$ cat src/rtl/alu_iter.sv
// rtl/alu_iter.sv - registered ALU with iterative shifts and shift-add multiply
// Results are held behind a valid/ready handshake; one operation in flight at a time.
module alu_iter #(
  parameter int WIDTH  = 32,
  parameter int MUL_EN = 1,
  parameter int SHW    = $clog2(WIDTH)
) (
  input  logic             clk,
  input  logic             rst_n,
  input  logic             in_valid,
  output logic             in_ready,
  input  logic [WIDTH-1:0] a,
  input  logic [WIDTH-1:0] b,
  input  logic [3:0]       op,
  output logic             out_valid,
  input  logic             out_ready,
  output logic [WIDTH-1:0] result,
  output logic             zero,
  output logic             overflow,
  output logic             illegal
);

  localparam logic [3:0] OP_ADD  = 4'b0010;
  localparam logic [3:0] OP_SUB  = 4'b0110;
  localparam logic [3:0] OP_XOR  = 4'b0100;
  localparam logic [3:0] OP_AND  = 4'b0000;
  localparam logic [3:0] OP_OR   = 4'b0001;
  localparam logic [3:0] OP_SLT  = 4'b1000;
  localparam logic [3:0] OP_SLTU = 4'b1001;
  localparam logic [3:0] OP_SLL  = 4'b0111;
  localparam logic [3:0] OP_SRL  = 4'b0101;
  localparam logic [3:0] OP_SRA  = 4'b1101;
  localparam logic [3:0] OP_MUL  = 4'b0011;

  localparam bit           MUL_OK  = (MUL_EN != 0);
  localparam logic [SHW:0] CNT_MUL = (SHW+1)'(WIDTH);
  localparam logic [SHW:0] CNT_ONE = (SHW+1)'(1);

  typedef enum logic [1:0] {S_IDLE, S_BUSY, S_DONE} state_t;

  state_t           state_q;
  logic [WIDTH-1:0] a_q, b_q, acc_q, result_q;
  logic [3:0]       op_q;
  logic [SHW:0]     cnt_q;
  logic             zero_q, overflow_q, illegal_q;

  logic [WIDTH-1:0] sum, diff, res_d, sh_d, acc_d;
  logic             ovf_d, ill_d, is_shift, is_mul;
  logic [SHW-1:0]   shamt;

  assign shamt    = b[SHW-1:0];
  assign is_shift = (op == OP_SLL) || (op == OP_SRL) || (op == OP_SRA);
  assign is_mul   = MUL_OK && (op == OP_MUL);

  // Single-cycle evaluation straight from the input operands; shifts by 0 pass a through.
  always_comb begin
    sum   = a + b;
    diff  = a - b;
    res_d = '0;
    ovf_d = 1'b0;
    ill_d = 1'b0;
    case (op)
      OP_ADD: begin
        res_d = sum;
        ovf_d = (a[WIDTH-1] == b[WIDTH-1]) && (sum[WIDTH-1] != a[WIDTH-1]);
      end
      OP_SUB: begin
        res_d = diff;
        ovf_d = (a[WIDTH-1] != b[WIDTH-1]) && (diff[WIDTH-1] != a[WIDTH-1]);
      end
      OP_XOR:                res_d = a ^ b;
      OP_AND:                res_d = a & b;
      OP_OR:                 res_d = a | b;
      OP_SLT:                res_d = {{(WIDTH-1){1'b0}}, ($signed(a) < $signed(b))};
      OP_SLTU:               res_d = {{(WIDTH-1){1'b0}}, (a < b)};
      OP_SLL, OP_SRL, OP_SRA: res_d = a;
      OP_MUL:                ill_d = !MUL_OK;
      default:               ill_d = 1'b1;
    endcase
  end

  always_comb begin
    sh_d = a_q;
    case (op_q)
      OP_SLL:  sh_d = {a_q[WIDTH-2:0], 1'b0};
      OP_SRL:  sh_d = {1'b0, a_q[WIDTH-1:1]};
      OP_SRA:  sh_d = {a_q[WIDTH-1], a_q[WIDTH-1:1]};
      default: sh_d = a_q;
    endcase
    acc_d = acc_q + (b_q[0] ? a_q : '0);
  end

  always_ff @(posedge clk or negedge rst_n) begin
    if (!rst_n) begin
      state_q    <= S_IDLE;
      a_q        <= '0;
      b_q        <= '0;
      acc_q      <= '0;
      op_q       <= '0;
      cnt_q      <= '0;
      result_q   <= '0;
      zero_q     <= 1'b1;
      overflow_q <= 1'b0;
      illegal_q  <= 1'b0;
    end else begin
      case (state_q)
        S_IDLE: begin
          if (in_valid) begin
            a_q   <= a;
            b_q   <= b;
            op_q  <= op;
            acc_q <= '0;
            if (is_shift && (shamt != '0)) begin
              state_q <= S_BUSY;
              cnt_q   <= {1'b0, shamt};
            end else if (is_mul) begin
              state_q <= S_BUSY;
              cnt_q   <= CNT_MUL;
            end else begin
              state_q    <= S_DONE;
              result_q   <= res_d;
              zero_q     <= (res_d == '0);
              overflow_q <= ovf_d;
              illegal_q  <= ill_d;
            end
          end
        end
        S_BUSY: begin
          cnt_q <= cnt_q - CNT_ONE;
          if (op_q == OP_MUL) begin
            acc_q <= acc_d;
            a_q   <= {a_q[WIDTH-2:0], 1'b0};
            b_q   <= {1'b0, b_q[WIDTH-1:1]};
          end else begin
            a_q <= sh_d;
          end
          if (cnt_q == CNT_ONE) begin
            state_q    <= S_DONE;
            result_q   <= (op_q == OP_MUL) ? acc_d : sh_d;
            zero_q     <= (((op_q == OP_MUL) ? acc_d : sh_d) == '0);
            overflow_q <= 1'b0;
            illegal_q  <= 1'b0;
          end
        end
        S_DONE: begin
          if (out_ready) state_q <= S_IDLE;
        end
        default: state_q <= S_IDLE;
      endcase
    end
  end

  assign in_ready  = (state_q == S_IDLE);
  assign out_valid = (state_q == S_DONE);
  assign result    = result_q;
  assign zero      = zero_q;
  assign overflow  = overflow_q;
  assign illegal   = illegal_q;

endmodule

$ cat config.mk
export PLATFORM = sky130hd
export DESIGN_NAME = alu_iter
export DESIGN_NICKNAME = d
export VERILOG_FILES = /design/src/rtl/alu_iter.sv
export SDC_FILE = /design/constraint.sdc
export NUM_CORES = 1
export LEC_CHECK = 0
export ABC_AREA = 1
export CAP_MARGIN = 20
export CORE_ASPECT_RATIO = 0.9
export CORE_MARGIN = 2
export CORE_UTILIZATION = 56
export DETAILED_ROUTE_END_ITERATION = 7
export HOLD_SLACK_MARGIN = 0.05
export PLACE_DENSITY = 0.89
export SYNTH_ARGS = -nofsm -noshare
export SYNTH_HDL_FRONTEND = slang
export SYNTH_SLANG_ARGS = --single-unit
$ cat constraint.sdc
create_clock -name clk -period 2.68 [get_ports clk]
set_clock_uncertainty 0.2 [all_clocks]
set_input_delay 0.536 -clock clk [delete_from_list [all_inputs] [get_ports clk]]
set_output_delay 0.536 -clock clk [all_outputs]
set_load 0.02 [all_outputs]
==> Implementation_results.wiki, run 1 <==
{| class="wikitable"
! Metric !! Value
|-
| Async SR Flop Fraction || 100%
|-
| Gate count of the mapped netlist || between 2000 and 3000
|-
| Starting Density || 56.4%
|-
| Number of placed instances with taps included || 3920
|-
| Warnings, synthesis || 0
|-
| Post-synthesis area per instance || 5.82 µm²
|-
| First-pass GRT wire length || 177000 µm
|-
| Die Span X || 189 µm
|-
| Total overflow reported by the global router || 154
|-
| Cell at the root of the clock tree || sky130_fd_sc_hd__clkbuf_16
|-
| H-tree lvl count || 4
|-
| Clock sink count || 143
|-
| Stop err || [ERROR GRT-0116] Global routing finished with congestion. Check the congestion regions in the DRC Viewer.
|-
| Weighted congestion at the end of routability-driven global placement || 1.28
|-
| Overall fraction of global-route tracks in use || a little under three quarters
|-
| Overall die height || 171 µm
|-
| Cell area after synthesis || 0.0173 mm²
|-
| Number of buffers added by the clock tree synthesis step || 17
|-
| Number of synthesized flops with an enable pin || 0
|-
| Number of nets in the synthesized netlist || 3193
|-
| Most used flip-flop cell after synthesis || sky130_fd_sc_hd__dfrtp_1
|-
| Largest net degree at the start of global routing || 66
|-
| Synth unique cells || 52
|-
| Proportion of synthesized chip area in sequential cells || 20.7%
|-
| Stage where the flow stopped || global routing
|-
| Total of flip-flops plus latches after synthesis || 143
|-
| Buffers added on ports || 108
|-
| Via count of the first global-routing pass || 30900
|-
| Outcome || did not finish
|-
| Floorplan row count || 61
|-
| Number of top-level pins || 109
|-
| Dpl hpwl || 59300 µm
|-
| Maximum clock path buffer count || 2
|}
metrics by stage:
stage | area, µm² | setup slack [ns] | hold slack (ns) | util (%)
floorplan | 17300 | 0.00374 | 0.0404 | -
global placement | 22700 | -0.964 | 0.270 | 74.0
detailed placement | 22700 | -1.07 | 0.273 | 74.0
CTS | 24800 | -0.394 | 0.289 | 80.9
metal layers:
metal	track usage (%)	overflow
met1	71.3	3
met2	87.8	78
met3	57.2	3
met4	70.1	70
met5	26.2	0
synthesized netlist by cell type (4+ instances only):
| master | number | area [µm²] |
|---|---|---|
| sky130_fd_sc_hd__nand2_1 | 945 | 3550 |
| sky130_fd_sc_hd__inv_1 | 523 | 1960 |
| sky130_fd_sc_hd__nor2_1 | 285 | 1070 |
| sky130_fd_sc_hd__nand3_1 | 279 | 1400 |
| sky130_fd_sc_hd__ha_1 | 146 | 1830 |
| sky130_fd_sc_hd__dfrtp_1 | 142 | 3550 |
| sky130_fd_sc_hd__o22ai_1 | 94 | 588 |
| sky130_fd_sc_hd__a21oi_1 | 91 | 455 |
| sky130_fd_sc_hd__o21ai_0 | 87 | 435 |
| sky130_fd_sc_hd__o211ai_1 | 57 | 428 |
| sky130_fd_sc_hd__clkbuf_1 | 49 | 184 |
| sky130_fd_sc_hd__nand4_1 | 48 | 300 |
| sky130_fd_sc_hd__buf_2 | 41 | 205 |
| sky130_fd_sc_hd__a41oi_1 | 26 | 228 |
| sky130_fd_sc_hd__nor3_1 | 24 | 120 |
| sky130_fd_sc_hd__inv_2 | 11 | 41.3 |
| sky130_fd_sc_hd__nand3b_1 | 11 | 82.6 |
| sky130_fd_sc_hd__o221ai_1 | 11 | 96.3 |
| sky130_fd_sc_hd__a31oi_1 | 10 | 62.6 |
| sky130_fd_sc_hd__buf_1 | 9 | 33.8 |
| sky130_fd_sc_hd__o21bai_1 | 9 | 67.6 |
| sky130_fd_sc_hd__o21ai_1 | 8 | 40.0 |
| sky130_fd_sc_hd__buf_4 | 6 | 45.0 |
| sky130_fd_sc_hd__xor2_1 | 6 | 52.6 |
| sky130_fd_sc_hd__a211oi_1 | 5 | 37.5 |
| sky130_fd_sc_hd__nor2_2 | 5 | 31.3 |
| sky130_fd_sc_hd__and2_1 | 4 | 25.0 |
| sky130_fd_sc_hd__buf_6 | 4 | 45.0 |
| sky130_fd_sc_hd__nand3_2 | 4 | 40.0 |
cells by family after synthesis:
family,synth area share (%)
multiplexers,0.181
AND/OR/NAND/NOR,38.9
adder cells (fa/ha/maj),10.9
flip-flops,20.7
buffers and inverters,14.6
AO/OA/AOI/OAI,14.5
XOR/XNOR,0.304
repair_timing:
item | in CTS
endpoints found under the setup margin | 40
pin swaps | 72
resized for setup | 393
hold buffers | 1
hold endpoints to repair | 53
buffers inserted | 14
==> run 2, diff against run 1 <==
--- a/config.mk
+++ b/config.mk
@@ -7,12 +7,10 @@
 export LEC_CHECK = 0
 export ABC_AREA = 1
 export CAP_MARGIN = 20
-export CORE_ASPECT_RATIO = 0.9
 export CORE_MARGIN = 2
-export CORE_UTILIZATION = 56
+export CORE_UTILIZATION = 40
 export DETAILED_ROUTE_END_ITERATION = 7
-export HOLD_SLACK_MARGIN = 0.05
-export PLACE_DENSITY = 0.89
+export PLACE_DENSITY_LB_ADDON = 0.15
 export SYNTH_ARGS = -nofsm -noshare
 export SYNTH_HDL_FRONTEND = slang
 export SYNTH_SLANG_ARGS = --single-unit
==> constraint.sdc (replaced) <==
create_clock -name clk -period 3.5 [get_ports clk]
set_clock_uncertainty 0.2 [all_clocks]
set_input_delay 0.7 -clock clk [delete_from_list [all_inputs] [get_ports clk]]
set_output_delay 0.7 -clock clk [all_outputs]
set_load 0.02 [all_outputs]
==> Implementation_results.wiki, run 2 <==
{| class="wikitable"
! Metric !! Value
|-
| Clock sink count || 143 (unchanged)
|-
| Wire length after detailed routing || ~76000 µm
|-
| Element type at the critical path start || input pin
|-
| Static leakage || 0.0127 µW
|-
| Starting Density || 40.4% (-16 points)
|-
| Total iterations of the first detailed-routing run || 6
|-
| Via count of the first global-routing pass || 20200
|-
| First-pass GRT wire length || 115000 µm
|-
| H-tree lvl count || 4 (unchanged)
|-
| Most common cell after layout, fill and taps aside || sky130_fd_sc_hd__nand2_1
|-
| Antenna violations before repair || 1
|-
| Vias || 21000
|-
| Largest net degree at the start of global routing || 82
|-
| Most used cells in the layout excluding fill and tap cells || sky130_fd_sc_hd__nand2_1 (926), sky130_fd_sc_hd__inv_1 (522), sky130_fd_sc_hd__buf_4 (441)
|-
| Post-synthesis area per instance || 5.82 µm² (unchanged)
|-
| Final setup vio count || 0
|-
| Cell at the slowest stage of the critical path || sky130_fd_sc_hd__clkdlybuf4s50_1
|-
| Routed vias/inst || 5.21
|-
| Synth unique cells || 52 (unchanged)
|-
| Fin worst setup slack || between 0.04 and 0.05 ns
|-
| Sequential share of power || 23.3%
|-
| Antenna-violating nets left || 0
|-
| List of cells traversed by the critical path || clkdlybuf4s50_1, nor2_1, nand2_1, buf_4, buf_4, nor2_1, a211oi_1, nand2_1, o21ai_1, a41oi_1
|-
| Crit Path Max Fanout || 7
|-
| Clock group share of total power || 16.9%
|-
| Dpl hpwl || 62700 µm (+5.7%)
|-
| Register-to-register setup slack || between 0.15 and 0.2 ns
|-
| Final hold violations || 4
|-
| Worst slack at placement || -0.625 ns (+0.441 ns)
|-
| Clock-pin transition on the worst setup and hold timing paths || roughly 0.07 ns
|-
| Floorplan row count || 76 (+25%)
|-
| Required time of the critical path || ~3.6 ns
|-
| Number of buffers added by the clock tree synthesis step || 17 (unchanged)
|-
| Internal power component || 6200 µW
|-
| Fraction of the cycle the final worst path needs || between 90% and 100%
|-
| Outcome || complete, but fails checks
|-
| Net switching power of the design || 5900 µW
|-
| Worst Path Buf+Inv || 3
|-
| CORE AREA || 0.0429 mm²
|-
| Number of top-level pins || 109 (unchanged)
|-
| Gate count of the mapped netlist || 2972 (unchanged)
|-
| Total overflow reported by the global router || 0
|-
| Crit path kind || input pin to register
|-
| Post-DR wirelength/cell || between 15 and 20 µm
|-
| Max-cap check violation count || 0
|-
| Top cell type's share of synthesized area || 20.5% (unchanged)
|-
| Iter 0 DRT Violations || 1725
|-
| Area growth from synthesis to final layout || 33.5%
|-
| Cell at the root of the clock tree || sky130_fd_sc_hd__clkbuf_16
|-
| Max Clock Freq || 290 MHz
|-
| Post-route core utilization || 53.9%
|-
| Cell area after synthesis || 0.0173 mm² (unchanged)
|-
| CP endpoint kind || register
|-
| Power Dens Cells || ~520 mW/mm²
|-
| Worst supply voltage drop on vdd || 311 µV
|-
| Setup TNS Final || 0 ns
|-
| Post-route worst hold slack || -0.00573 ns
|-
| Cell taking the most area after synthesis || sky130_fd_sc_hd__dfrtp_1
|-
| Delay of the slowest cell on the worst path || about 0.66 ns
|-
| Weighted congestion at the end of routability-driven global placement || 1.01 (-21%)
|-
| Maximum clock path buffer count || 2 (unchanged)
|-
| Worst min-delay path class || input pin to asynchronous set/reset pin
|-
| Buffers added on ports || 108 (unchanged)
|-
| Tightest Pin Transition || ~0.76 ns
|-
| Number of diodes added for antenna fixing || 0
|-
| TritonCTS clock tree || built
|-
| Final number of max-transition violations || 0
|-
| Number of synthesized flops with an enable pin || 0 (unchanged)
|-
| Proportion of synthesized chip area in sequential cells || 20.7% (unchanged)
|-
| Number of nets in the synthesized netlist || 3193 (unchanged)
|-
| Relative slew margins || between 40% and 50%
|-
| Endpoint arrival time on the critical path || about 3.6 ns
|-
| Die Span X || 212 µm (+12%)
|-
| Final Net Count || 3663
|-
| Unrepaired setup endpoints after global routing || true
|-
| CP Depth || 10
|-
| Total of flip-flops plus latches after synthesis || 143 (unchanged)
|-
| Commonest cells in the synthesized netlist || sky130_fd_sc_hd__nand2_1 (945), sky130_fd_sc_hd__inv_1 (523), sky130_fd_sc_hd__nor2_1 (285)
|-
| Most common cell in the netlist || sky130_fd_sc_hd__nand2_1
|-
| Overall fraction of global-route tracks in use || roughly a third
|-
| Async SR Flop Fraction || 100% (unchanged)
|-
| Proportion of layout cells with a drive suffix above 1 || about 17%
|-
| Post-route minimum period || 3.45 ns
|-
| Post-detailed-route DRC marker count || 0
|-
| Combinational fraction of design power || between 50 and 60%
|-
| Cell family with the largest share of critical-path delay || compound AO/OA/AOI/OAI gates
|-
| Count of cells along the worst register-to-register path || 20
|-
| Clk Latency, worst-skew pair || between 0.4 and 0.5 ns
|-
| Warnings, synthesis || 0 (unchanged)
|-
| Fill cells || 4511
|-
| Overall die height || 212 µm (+24%)
|-
| Die Footprint || 0.0450 mm²
|-
| Switching share of power || 48.8%
|-
| Cell types with the largest area share after synthesis || sky130_fd_sc_hd__dfrtp_1 (21%), sky130_fd_sc_hd__nand2_1 (20%), sky130_fd_sc_hd__inv_1 (11%), sky130_fd_sc_hd__ha_1 (11%), sky130_fd_sc_hd__nand3_1 (8.1%)
|-
| Most used flip-flop cell after synthesis || sky130_fd_sc_hd__dfrtp_1
|-
| Violations in the final reports || negative hold slack
|}
-- run 2: cell counts after synthesis --
Identical to the previous run, type by type.
-- run 2: power by group through the flow --
stage | sequential [µW] | combinational (µW) | clock, µW
global placement | 2810 | 6900 | 0
global route | 2870 | 8000 | 2120
CTS | 2790 | 7030 | 2070
finish | 2810 | 7240 | 2050
floorplan | 2870 | 4060 | 0
detailed placement | 2820 | 6990 | 0
-- run 2: area by class of cell --
type	instances	area (µm²)	area share, %
clock buffers	18	429	1.86
clock inverters	14	176	0.763
flip-flops and latches	143	3580	15.5
inverters	535	2010	8.69
well taps	585	732	3.17
repair buffers	561	4630	20.0
multi-input cells	2184	11600	50.0
-- run 2: per-stage QoR --
stage | instance area (µm²) | instances | total power, µW
5_1_grt | 23100 | 4040 | 13000
4_1_cts | 22800 | 4039 | 11900
3_3_place_gp | 22200 | 4007 | 9710
2_1_floorplan | 17300 | 2972 | 6930
3_5_place_dp | 22200 | 4007 | 9800
6_report | 23100 | 4040 | 12100
-- run 2: path summary, 6_finish.rpt --
kind	from	to
worst max-delay path	op[0]	result[25]$_DFFE_PN0P_
worst min-delay path	rst_n	state_q[0]$_DFFE_PN0P_
worst max register to register	b_q[0]$_DFFE_PN0P_	zero$_DFFE_PN1P_
worst min register to register	zero$_DFFE_PN1P_	zero$_DFFE_PN1P_
max in group asynchronous	rst_n	b_q[24]$_DFFE_PN0P_
min in group clk	zero$_DFFE_PN1P_	zero$_DFFE_PN1P_
-- run 2: per-layer routing --
layer  global-route usage (%)  vias up  part of all wire (%)
met5                        0        -                 0.017
met4                     11.2        2                   2.9
met3                     4.90      119                   5.8
met2                     56.2      665                    47
met1                     45.2     9770                    45
li1                         -    10500                     -
-- run 2: timing repair --
action | CTS | global route
hold buffers | 0 | 0
resized for setup | 3 | 84
setup endpoints to repair | 3 | 8
pin swaps | 0 | 9
buffers inserted | 0 | 1
endpoints found under the hold margin | 0 | 0
-- run 2: worst reg2reg max path, stage by stage, from the launching register on --
cell                      delay, ns
sky130_fd_sc_hd__dfrtp_1       0.43
sky130_fd_sc_hd__buf_12        0.18
sky130_fd_sc_hd__nand2_1       0.09
sky130_fd_sc_hd__inv_1         0.06
sky130_fd_sc_hd__ha_1          0.32
sky130_fd_sc_hd__nand2_1       0.11
sky130_fd_sc_hd__nor2_1        0.14
sky130_fd_sc_hd__inv_1         0.12
sky130_fd_sc_hd__nor2_1        0.17
sky130_fd_sc_hd__nand2_1       0.20
sky130_fd_sc_hd__nand3_1       0.13
sky130_fd_sc_hd__nand2_1       0.07
sky130_fd_sc_hd__nand3_1       0.12
sky130_fd_sc_hd__nand2_1       0.06
sky130_fd_sc_hd__nor2_1        0.18
sky130_fd_sc_hd__nand2_1       0.10
sky130_fd_sc_hd__nor2_1        0.09
sky130_fd_sc_hd__nand4_1       0.25
sky130_fd_sc_hd__nand2_1       0.15
sky130_fd_sc_hd__nand2_1       0.05
sky130_fd_sc_hd__nand2_1       0.06
-- run 2: cell families after synthesis --
| group | synth area share, % |
|---|---|
| AO/OA/AOI/OAI | 14.5 |
| adder cells (fa/ha/maj) | 10.9 |
| AND/OR/NAND/NOR | 38.9 |
| flip-flops | 20.7 |
| XOR/XNOR | 0.304 |
| buffers and inverters | 14.6 |
| multiplexers | 0.181 |
(Power assumes the default switching activity.)
==> run 3, diff against run 2 <==
--- a/config.mk
+++ b/config.mk
@@ -11,6 +11,7 @@
 export CORE_UTILIZATION = 40
 export DETAILED_ROUTE_END_ITERATION = 7
 export PLACE_DENSITY_LB_ADDON = 0.15
+export RECOVER_POWER = 100
 export SYNTH_ARGS = -nofsm -noshare
 export SYNTH_HDL_FRONTEND = slang
 export SYNTH_SLANG_ARGS = --single-unit
==> Implementation_results.wiki, run 3 (same netlist as run 2, synthesis figures left out) <==
{| class="wikitable"
! Metric !! Value
|-
| Dpl hpwl || 62700 µm (unchanged)
|-
| Post-route insts no fill || 4040 (unchanged)
|-
| Worst Hold Endpoint || result[3]$_DFFE_PN0P_
|-
| Number of placed instances with taps included || 4007 (unchanged)
|-
| Worst slack at placement || -0.625 ns (unchanged)
|-
| Post-route cell area || 0.0230 mm² (-0.31%)
|-
| Overall die height || 212 µm (unchanged)
|-
| Endpoint arrival time on the critical path || 3.64 ns (+0.06 ns)
|-
| Number of top-level pins || 109 (unchanged)
|-
| Cell family with the largest share of critical-path delay || compound AO/OA/AOI/OAI gates
|-
| Unrepaired setup endpoints after global routing || true
|-
| H-tree lvl count || 4 (unchanged)
|-
| Most common cell after layout, fill and taps aside || sky130_fd_sc_hd__nand2_1
|-
| Length of routed wiring on met1 || 34000 µm (+0.17%)
|-
| Required time of the critical path || 3.63 ns (about the same)
|-
| Weighted congestion at the end of routability-driven global placement || 1.01 (unchanged)
|-
| Final hold violations || 0 (-4)
|-
| Via count of the first global-routing pass || 20200 (unchanged)
|-
| Outcome || complete, but fails checks
|-
| Final Net Count || 3663 (unchanged)
|-
| Origin of the worst setup path || op[1]
|-
| Final setup vio count || 1 (+1)
|-
| Maximum clock path buffer count || 2 (unchanged)
|-
| Worst min-delay path class || register to register
|-
| Post-DR wirelength/cell || 18.8 µm (+0.10%)
|-
| Cell at the root of the clock tree || sky130_fd_sc_hd__clkbuf_16
|-
| Final number of max-transition violations || 68 (+68)
|-
| Iter 0 DRT Violations || 1704 (-1.2%)
|-
| Met2 wire length || 35400 µm (about the same)
|-
| Wire length on met3 || 4510 µm (+2.7%)
|-
| Antenna-violating nets left || 0 (unchanged)
|-
| Number of buffers added by the clock tree synthesis step || 17 (unchanged)
|-
| TritonCTS clock tree || built
|-
| Top routing layer in use || met5
|-
| Buffers added on ports || 108 (unchanged)
|-
| Vias || 21000 (-0.18%)
|-
| Element type at the critical path start || input pin
|-
| Clk Latency, worst-skew pair || 0.50 ns (about the same)
|-
| Sum of internal, switching and leakage power || 12000 µW (-0.91%)
|-
| Number of diodes added for antenna fixing || 0 (unchanged)
|-
| Die Span X || 212 µm (unchanged)
|-
| Worst supply voltage drop on vdd || 313 µV (+0.51%)
|-
| Antenna violations before repair || 1 (unchanged)
|-
| First-pass GRT wire length || 115000 µm (unchanged)
|-
| Violations in the final reports || max-capacitance violations, max-slew violations, negative setup slack
|-
| CORE AREA || 0.0429 mm² (unchanged)
|-
| FF-to-FF End || acc_q[2]$_DFFE_PN0P_
|-
| Routed vias/inst || 5.20 (-0.18%)
|-
| Floorplan row count || 76 (unchanged)
|-
| Static leakage || 0.0127 µW (about the same)
|-
| Relative slew margins || -27.3% (-77 points)
|-
| Tightest Pin Transition || 1.91 ns (+1.15 ns)
|-
| Clock-pin transition on the worst setup and hold timing paths || 0.07 ns (about the same)
|-
| CP endpoint kind || register
|-
| Cell at the slowest stage of the critical path || sky130_fd_sc_hd__dlygate4sd3_1
|-
| Clock sink count || 143 (unchanged)
|-
| Fraction of the cycle the final worst path needs || 100% (+1.7 points)
|-
| Starting Density || 40.4% (unchanged)
|-
| Number of buffers inserted by hold repair at cts || 0 (unchanged)
|-
| Crit path kind || input pin to register
|-
| Register-to-register setup slack || 0.14 ns (-0.03 ns)
|-
| Worst hold stages || 2
|-
| Start point of the worst min-delay path || result[3]$_DFFE_PN0P_
|-
| Post-detailed-route DRC marker count || 0 (unchanged)
|-
| Crit Path Max Fanout || 7 (unchanged)
|-
| Max-cap check violation count || 1 (+1)
|-
| Worst reg2reg path startpoint || op_q[0]$_DFFE_PN0P_
|-
| Largest net degree at the start of global routing || 82 (unchanged)
|-
| Area growth from synthesis to final layout || 33.1%
|-
| Post-place instance area || 0.0222 mm² (unchanged)
|-
| Count of cells along the worst register-to-register path || 10 (-50%)
|-
| Wire length after detailed routing || 76000 µm (+0.10%)
|-
| Total overflow reported by the global router || 0 (unchanged)
|-
| Post-route minimum period || 3.51 ns (+0.0578 ns)
|-
| Worst Path Buf+Inv || 3 (unchanged)
|-
| Power Dens Cells || 520 mW/mm² (-0.61%)
|-
| Fin worst setup slack || -0.00975 ns (-0.0578 ns)
|-
| Max Clock Freq || 285 MHz (-1.6%)
|-
| Total iterations of the first detailed-routing run || 5 (-1)
|-
| Proportion of layout cells with a drive suffix above 1 || 16.8% (-0.32 points)
|-
| List of cells traversed by the critical path || dlygate4sd3_1, nor2_1, nand2_1, buf_4, buf_4, nor2_1, a211oi_1, nand2_1, o21ai_1, a41oi_1
|-
| Delay of the slowest cell on the worst path || 0.73 ns (+0.07 ns)
|-
| Most used cells in the layout excluding fill and tap cells || sky130_fd_sc_hd__nand2_1 (928), sky130_fd_sc_hd__inv_1 (525), sky130_fd_sc_hd__buf_4 (431)
|-
| Overall fraction of global-route tracks in use || 33.9% (unchanged)
|-
| Die Footprint || 0.0450 mm² (unchanged)
|}
run 3: repair_timing:
item                                   CTS  global route
pin swaps                                0             9
resized for setup                        3            84
setup endpoints to repair                3             8
endpoints found under the hold margin    0             0
buffers inserted                         0             1
run 3: layout make-up:
cell class | count | area, µm²
fill | 4526 | 19800
multi-input combinational | 2184 | 11500
timing repair buffer | 561 | 4570
sequential | 143 | 3580
inverter | 535 | 2010
tap | 585 | 732
clock buffer | 18 | 429
clock inverter | 14 | 176
run 3: report_power, final:
group | leakage (µW) | switching [µW] | internal [µW]
registers | 0.00179 | 500 | 2310
clock network | 0.000292 | 970 | 1080
logic | 0.0106 | 4420 | 2710
run 3: how the worst max path moves through the flow:
| stage | endpoint | slack [ns] | cells past startpoint |
|---|---|---|---|
| after global placement | result[25]$_DFFE_PN0P_ | -0.66 | 10 |
| after floorplan | zero$_DFFE_PN1P_ | 0.63 | 22 |
| final | result[25]$_DFFE_PN0P_ | -0.01 | 10 |
| after global routing | zero$_DFFE_PN1P_ | -0.05 | 23 |
| after CTS | zero$_DFFE_PN1P_ | 0.03 | 23 |
| after detailed placement | zero$_DFFE_PN1P_ | -0.62 | 18 |
run 3: worst register-to-register path: cells and delay by family, from the launching register on:
| kind | cells | cell delay, ns |
|---|---|---|
| multiplexers | 1 | 0.42 |
| buffers and inverters | 5 | 1.61 |
| flip-flops | 1 | 0.42 |
| AND/OR/NAND/NOR | 4 | 0.59 |
run 3: metrics by stage:
stage / util (%) / TNS, ns / hold WS [ns]
finish: 53.7 / -0.00975 / 0.306
global route: 53.7 / -1.06 / 0.323
CTS: 53.1 / 0 / 0.0438
detailed placement: 51.7 / -6.03 / 0.288
global placement: 51.7 / -5.46 / 0.284
floorplan: - / 0 / 0.204
run 3: routing by layer:
layer | up-vias | GRT usage [%]
met5 | - | 0
met4 | 2 | 11.2
met3 | 114 | 4.90
met2 | 649 | 56.2
met1 | 9760 | 45.2
li1 | 10500 | -
